[config.mk]
export PLATFORM = sky130hd
export DESIGN_NAME = soc_system_sysid_regs
export DESIGN_NICKNAME = d
export VERILOG_FILES = /design/src/rtl/soc_system_sysid_pkg.sv /design/src/rtl/soc_system_sysid_uptime.sv /design/src/rtl/soc_system_sysid_regs.sv
export SDC_FILE = /design/constraint.sdc
export NUM_CORES = 1
export LEC_CHECK = 0
export ABC_AREA = 0
export BUFFER_PORTS_ARGS = -buffer_cell sky130_fd_sc_hd__clkbuf_2
export CAP_MARGIN = 20
export CORE_UTILIZATION = 40
export CTS_CLUSTER_SIZE = 8
export DETAILED_ROUTE_END_ITERATION = 16
export GPL_ROUTABILITY_DRIVEN = 0
export HOLD_SLACK_MARGIN = 0.03
export PLACE_DENSITY = 0.68
export SYNTH_ARGS = -nofsm -noshare
export SYNTH_HDL_FRONTEND = slang
export SYNTH_SLANG_ARGS = --single-unit
[constraint.sdc]
create_clock -name clock -period 2.8 [get_ports clock]
set_clock_uncertainty 0.2 [all_clocks]
set_input_delay 0.14 -clock clock [delete_from_list [all_inputs] [get_ports clock]]
set_output_delay 0.14 -clock clock [all_outputs]
set_load 0.1 [all_outputs]
[src/rtl/soc_system_sysid_pkg.sv]
// Shared word offsets, CTRL bit positions and the bus word type for the sysid register bank.
package soc_system_sysid_pkg;

  localparam int ADDR_ID       = 0;
  localparam int ADDR_TS       = 1;
  localparam int ADDR_UP_LO    = 2;
  localparam int ADDR_UP_HI    = 3;
  localparam int ADDR_CTRL     = 4;
  localparam int ADDR_SCRATCH0 = 8;

  localparam int CTRL_CLR = 0;
  localparam int CTRL_HB  = 1;

  typedef logic [31:0] word_t;

endpackage

[src/rtl/soc_system_sysid_uptime.sv]
// 64-bit free-running uptime counter; a low-word read (snap) captures the high word so
// software can assemble a consistent 64-bit value from two reads.
module soc_system_sysid_uptime
  import soc_system_sysid_pkg::*;
(
  input  logic  clock,
  input  logic  reset_n,
  input  logic  clr,
  input  logic  snap,
  output word_t lo,
  output word_t hi_shadow
);

  logic [63:0] count;

  // Clear beats both the increment and a coincident snap.
  always_ff @(posedge clock or negedge reset_n) begin
    if (!reset_n) begin
      count     <= '0;
      hi_shadow <= '0;
    end else if (clr) begin
      count     <= '0;
      hi_shadow <= '0;
    end else begin
      count <= count + 64'd1;
      if (snap) begin
        hi_shadow <= count[63:32];
      end
    end
  end

  assign lo = count[31:0];

endmodule

[src/rtl/soc_system_sysid_regs.sv]
// Avalon-MM sysid register bank: ID, timestamp, uptime, CTRL and byte-writable scratch words.
// Optional LED heartbeat prescaler is compiled in with SOC_SYSID_HEARTBEAT_EN.
module soc_system_sysid_regs
  import soc_system_sysid_pkg::*;
#(
  parameter logic [31:0] ID_VALUE      = 32'h594D8E9B,
  parameter logic [31:0] TIMESTAMP     = 32'h00000000,
  parameter int          NUM_SCRATCH   = 4,
  parameter int          ADDR_W        = 4,
  parameter int          HEARTBEAT_DIV = 50000000
) (
  input  logic              clock,
  input  logic              reset_n,
  input  logic [ADDR_W-1:0] address,
  input  logic              read,
  input  logic              write,
  input  logic [31:0]       writedata,
  input  logic [3:0]        byteenable,
  output logic [31:0]       readdata,
  output logic              readdatavalid,
  output logic              heartbeat
);

  if (NUM_SCRATCH < 1 || NUM_SCRATCH > 8 || (ADDR_SCRATCH0 + NUM_SCRATCH) > (1 << ADDR_W) ||
      HEARTBEAT_DIV < 1) begin : g_param_check
    $error("soc_system_sysid_regs: illegal parameter combination");
  end

  int    addr_int;
  int    scr_idx;
  logic  scr_hit;
  logic  clr;
  logic  snap;
  word_t up_lo;
  word_t up_hi;
  word_t rd_mux;
  word_t scratch [NUM_SCRATCH];

  assign addr_int = int'(address);
  assign scr_idx  = addr_int - ADDR_SCRATCH0;
  assign scr_hit  = (addr_int >= ADDR_SCRATCH0) && (addr_int < ADDR_SCRATCH0 + NUM_SCRATCH);
  assign clr      = write && (addr_int == ADDR_CTRL) && byteenable[0] && writedata[CTRL_CLR];
  assign snap     = read && (addr_int == ADDR_UP_LO);

  soc_system_sysid_uptime u_uptime (
    .clock     (clock),
    .reset_n   (reset_n),
    .clr       (clr),
    .snap      (snap),
    .lo        (up_lo),
    .hi_shadow (up_hi)
  );

`ifdef SOC_SYSID_HEARTBEAT_EN
  logic [31:0] presc;
  logic        hb;

  always_ff @(posedge clock or negedge reset_n) begin
    if (!reset_n) begin
      presc <= '0;
      hb    <= 1'b0;
    end else if (clr) begin
      presc <= '0;
      hb    <= 1'b0;
    end else if (presc == 32'(HEARTBEAT_DIV - 1)) begin
      presc <= '0;
      hb    <= ~hb;
    end else begin
      presc <= presc + 32'd1;
    end
  end

  assign heartbeat = hb;
`else
  assign heartbeat = 1'b0;
`endif

  always_ff @(posedge clock or negedge reset_n) begin
    if (!reset_n) begin
      for (int i = 0; i < NUM_SCRATCH; i++) begin
        scratch[i] <= '0;
      end
    end else if (write && scr_hit) begin
      for (int i = 0; i < NUM_SCRATCH; i++) begin
        if (scr_idx == i) begin
          for (int b = 0; b < 4; b++) begin
            if (byteenable[b]) begin
              scratch[i][8*b +: 8] <= writedata[8*b +: 8];
            end
          end
        end
      end
    end
  end

  // Mux sees pre-edge state, so a same-cycle write or clear is not visible to the read.
  always_comb begin
    rd_mux = '0;
    case (addr_int)
      ADDR_ID:    rd_mux = ID_VALUE;
      ADDR_TS:    rd_mux = TIMESTAMP;
      ADDR_UP_LO: rd_mux = up_lo;
      ADDR_UP_HI: rd_mux = up_hi;
      ADDR_CTRL:  rd_mux[CTRL_HB] = heartbeat;
      default:    rd_mux = '0;
    endcase
    if (scr_hit) begin
      for (int i = 0; i < NUM_SCRATCH; i++) begin
        if (scr_idx == i) begin
          rd_mux = scratch[i];
        end
      end
    end
  end

  always_ff @(posedge clock or negedge reset_n) begin
    if (!reset_n) begin
      readdata      <= '0;
      readdatavalid <= 1'b0;
    end else begin
      readdatavalid <= read;
      if (read) begin
        readdata <= rd_mux;
      end
    end
  end

endmodule

==> results_dict.tcl <==
set metrics [dict create \
    status "completed" \
    grt_pass1_vias 8946 \
    synth_mux_area_share_pct 16.01 \
    fmaxAchievable_ghz 0.3649 \
    total_power_mw 11.48 \
    dp_hpwl_mm 20.15 \
    grt_antenna_before_repair 0 \
    pwr-share-comb_pct 19.4 \
    hp-class "in -> async" \
    p_clk_share_pct 35.4 \
    die-area_sq_um 29560 \
    crit_fanout 6 \
    vias 8944 \
    whs_ps 34.21 \
    cts_buffers 38 \
    synthAdderAreaFrac_pct 0.1083 \
    start_util_pct 41.12 \
    diodes 0 \
    clock_latency_ps 510 \
    maxCapViolations 0 \
    synth_area_per_cell_sq_um 11.42 \
    critPathMostFrequentCell "or4_4" \
    crit_buf_inv 1 \
    ys_types 44 \
    critical_path.top_delay_family "simple AND/OR/NAND/NOR gates" \
    startpoint_type "flop" \
    synth_xor_area_share_pct 2.275 \
    syn_nets 1056 \
    tritoncts "done" \
    slew_viol_final 0 \
    grt_max_degree 86 \
    grt_pass1_wl_mm 49.02 \
    leakage_nw 6.232 \
    rsz0062_at_grt "no" \
    critPathKind "reg -> reg" \
    cts_sinks 257 \
    worstPathRequired_ps 3040 \
    track_usage_pct 21.30 \
    hold_viol 0 \
    final_cell_mix "257 x dfrtp_1, 130 x mux2_2, 95 x nand2_1" \
    vias_per_cell 5.778 \
    synthCells 1011 \
    htreeDepth 2 \
    drt_pre_antenna_iters 6 \
    cts_root_buf "clkbuf_16" \
    synthArstFlopShare_pct 100.0 \
    p_sw_mw 3.425 \
    grt-ovfl-total 0 \
    yosys.area_share.simple_pct 12.24 \
    syn_area_sq_um 11550 \
    crit_cells 7 \
    slowest_delay_ps 590 \
    layout_commonest_cell "dfrtp_1" \
    synth.ff_latch_count 257 \
    portBuffers 76 \
    num_rows 61 \
    max_slew_margin_pct 50.91 \
    fp.dieH_microns 171.9 \
    ant_nets 0 \
    die_w_microns 171.9 \
    synth_top_family_by_area "multiplexers" \
    register_area_sq_um 6431 \
    n_fill_cell 2524 \
    crit_slowest_cell "or4_4" \
    peakVddDrop_uv 579.3 \
    fp.coreArea_sq_um 28090 \
    multi_input_area_sq_um 4913 \
    reg2reg_depth 7 \
    yosys_warnings 0 \
    io_pins 78 \
    internal_power_mw 8.056 \
    p_per_area_nw_per_um2 809.5 \
    worst_pin_slew_ps 726.5 \
    synth_flop_cell "dfrtp_1" \
    clockBufferDepth 3 \
    wl_per_cell_microns 19.81 \
    path_clk_slew_ps 50 \
    worstPathCellList "ha_2, nand4_1, or4_4, or4_4, buf_6, or4_4, a21oi_2" \
    setup_viol 0 \
    drt_iter0_drc 852 \
    drc 0 \
    synth_edf_count 0 \
    p_seq_share_pct 45.1 \
    synth_compound_area_share_pct 11.32 \
    drive_above_1_share_pct 28.38 \
    cp-end-kind "flop" \
    final_nets 1212 \
    synthToLayoutAreaGrowth_pct 22.79 \
    arrival_ps 2980 \
    period_minus_slack_ps 2741 \
    yosysSeqAreaShare_pct 55.68 \
    post-route-period-util_pct 97.88 \
    routed_wl_mm 30.67 \
    switching_share_pct 29.83 \
]
[repair_timing]
| item | 4_1_cts | 5_1_grt |
|---|---|---|
| endpoints found under the setup margin | 7 | 2 |
| setup buffers | 4 | 2 |
| hold buffers | 38 | 0 |
| gates cloned | 1 | 0 |
| resized for setup | 4 | 4 |
| endpoints found under the hold margin | 389 | 0 |
| pin swaps | 2 | 0 |
[power by group through the flow]
stage,clock network [mW],logic [mW],registers [mW]
final,4.07,2.23,5.18
after CTS,4.13,2.23,5.16
after global routing,4.29,2.45,5.28
after global placement,0,2.10,5.17
after detailed placement,0,2.15,5.21
after floorplan,0,1.17,5.40
[worst reg2reg max path, stage by stage (launching register included)]
cell     delay, ps
dfrtp_1        360
ha_2           190
nand4_1        140
or4_4          480
or4_4          590
buf_6          160
or4_4          410
a21oi_2        140
[flip-flops by register name, indices dropped and copies added, names as in the netlist]
signal              cells
readdata               32
u_uptime.hi_shadow     32
readdatavalid           1
u_uptime.count         64
scratch               128
[metrics by stage]
stage / util (%) / cells / setup slack (ps) / instance area, sq um / setup TNS (ps)
floorplan: - / 1011 / 36.64 / 11550 / 0
global placement: 45.09 / 1460 / 21.70 / 12660 / 0
detailed placement: 45.09 / 1460 / -46.24 / 12660 / -212.7
CTS: 50.39 / 1546 / 35.78 / 14150 / 0
global route: 50.49 / 1548 / 0.3815 / 14180 / 0
finish: 50.49 / 1548 / 59.42 / 14180 / 0
[cell families (layout without fill, tap and decap cells)]
family / Yosys count / count (layout)
mux: 161 / 161
simple gates: 293 / 294
compound gates: 200 / 200
xor+xnor: 30 / 30
other cells: 1 / 1
fa+ha+maj: 1 / 1
flops: 257 / 257
buf+inv: 68 / 226
[cell type report]
class / count / share of cell area (%)
Clock buffer: 42 / 7.261
Multi-Input combinational cell: 687 / 34.64
Sequential cell: 257 / 45.35
Tap cell: 378 / 3.335
Timing Repair Buffer: 174 / 9.113
Inverter: 9 / 0.2382
Clock inverter: 1 / 0.06176
[Yosys cell counts (2+ instances only)]
library cell,number,area (sq um)
nand3_1,27,135.1
clkbuf_1,53,198.9
inv_1,9,33.78
nand2b_1,2,12.51
nand2_1,95,356.6
and4_1,3,26.28
o211ai_1,2,15.01
or4_1,14,105.1
nor3_1,10,50.05
or2_2,2,12.51
xnor2_1,15,131.4
a22o_1,32,280.3
o31ai_1,10,75.07
a22oi_1,13,97.59
o21ai_0,48,240.2
mux2i_1,25,250.2
dfrtp_1,257,6431
a221oi_1,3,26.28
mux4_2,6,135.1
a21oi_1,49,245.2
or3_1,23,143.9
buf_1,2,7.510
a222oi_1,15,150.1
buf_2,2,10.01
nand4_1,20,125.1
nor2_1,71,266.5
a31oi_1,26,162.7
nor4_1,10,62.56
nor2b_1,3,18.77
xor2_1,15,131.4
mux2_2,130,1464
and3_1,7,43.79
[per-layer routing]
layer	GRT usage (%)	part of all wire, %
met1	29.92	45
met2	34.15	47
met3	3.433	5.8
met4	5.733	1.7
met5	0	0
[worst paths after layout]
path	to	from	slack, ps
max in group asynchronous	u_uptime.hi_shadow[12]$_DFFE_PN0P_	reset_n	1920
min reg2reg	scratch[105]$_DFFE_PN0P_	scratch[105]$_DFFE_PN0P_	300
min in group clock	scratch[37]$_DFFE_PN0P_	byteenable[0]	130
max	u_uptime.count[52]$_DFF_PN0_	u_uptime.count[0]$_DFF_PN0_	60
max reg2reg	u_uptime.count[52]$_DFF_PN0_	u_uptime.count[0]$_DFF_PN0_	60
min	u_uptime.count[3]$_DFF_PN0_	reset_n	30
No activity file was read; power rests on OpenSTA's default activity.
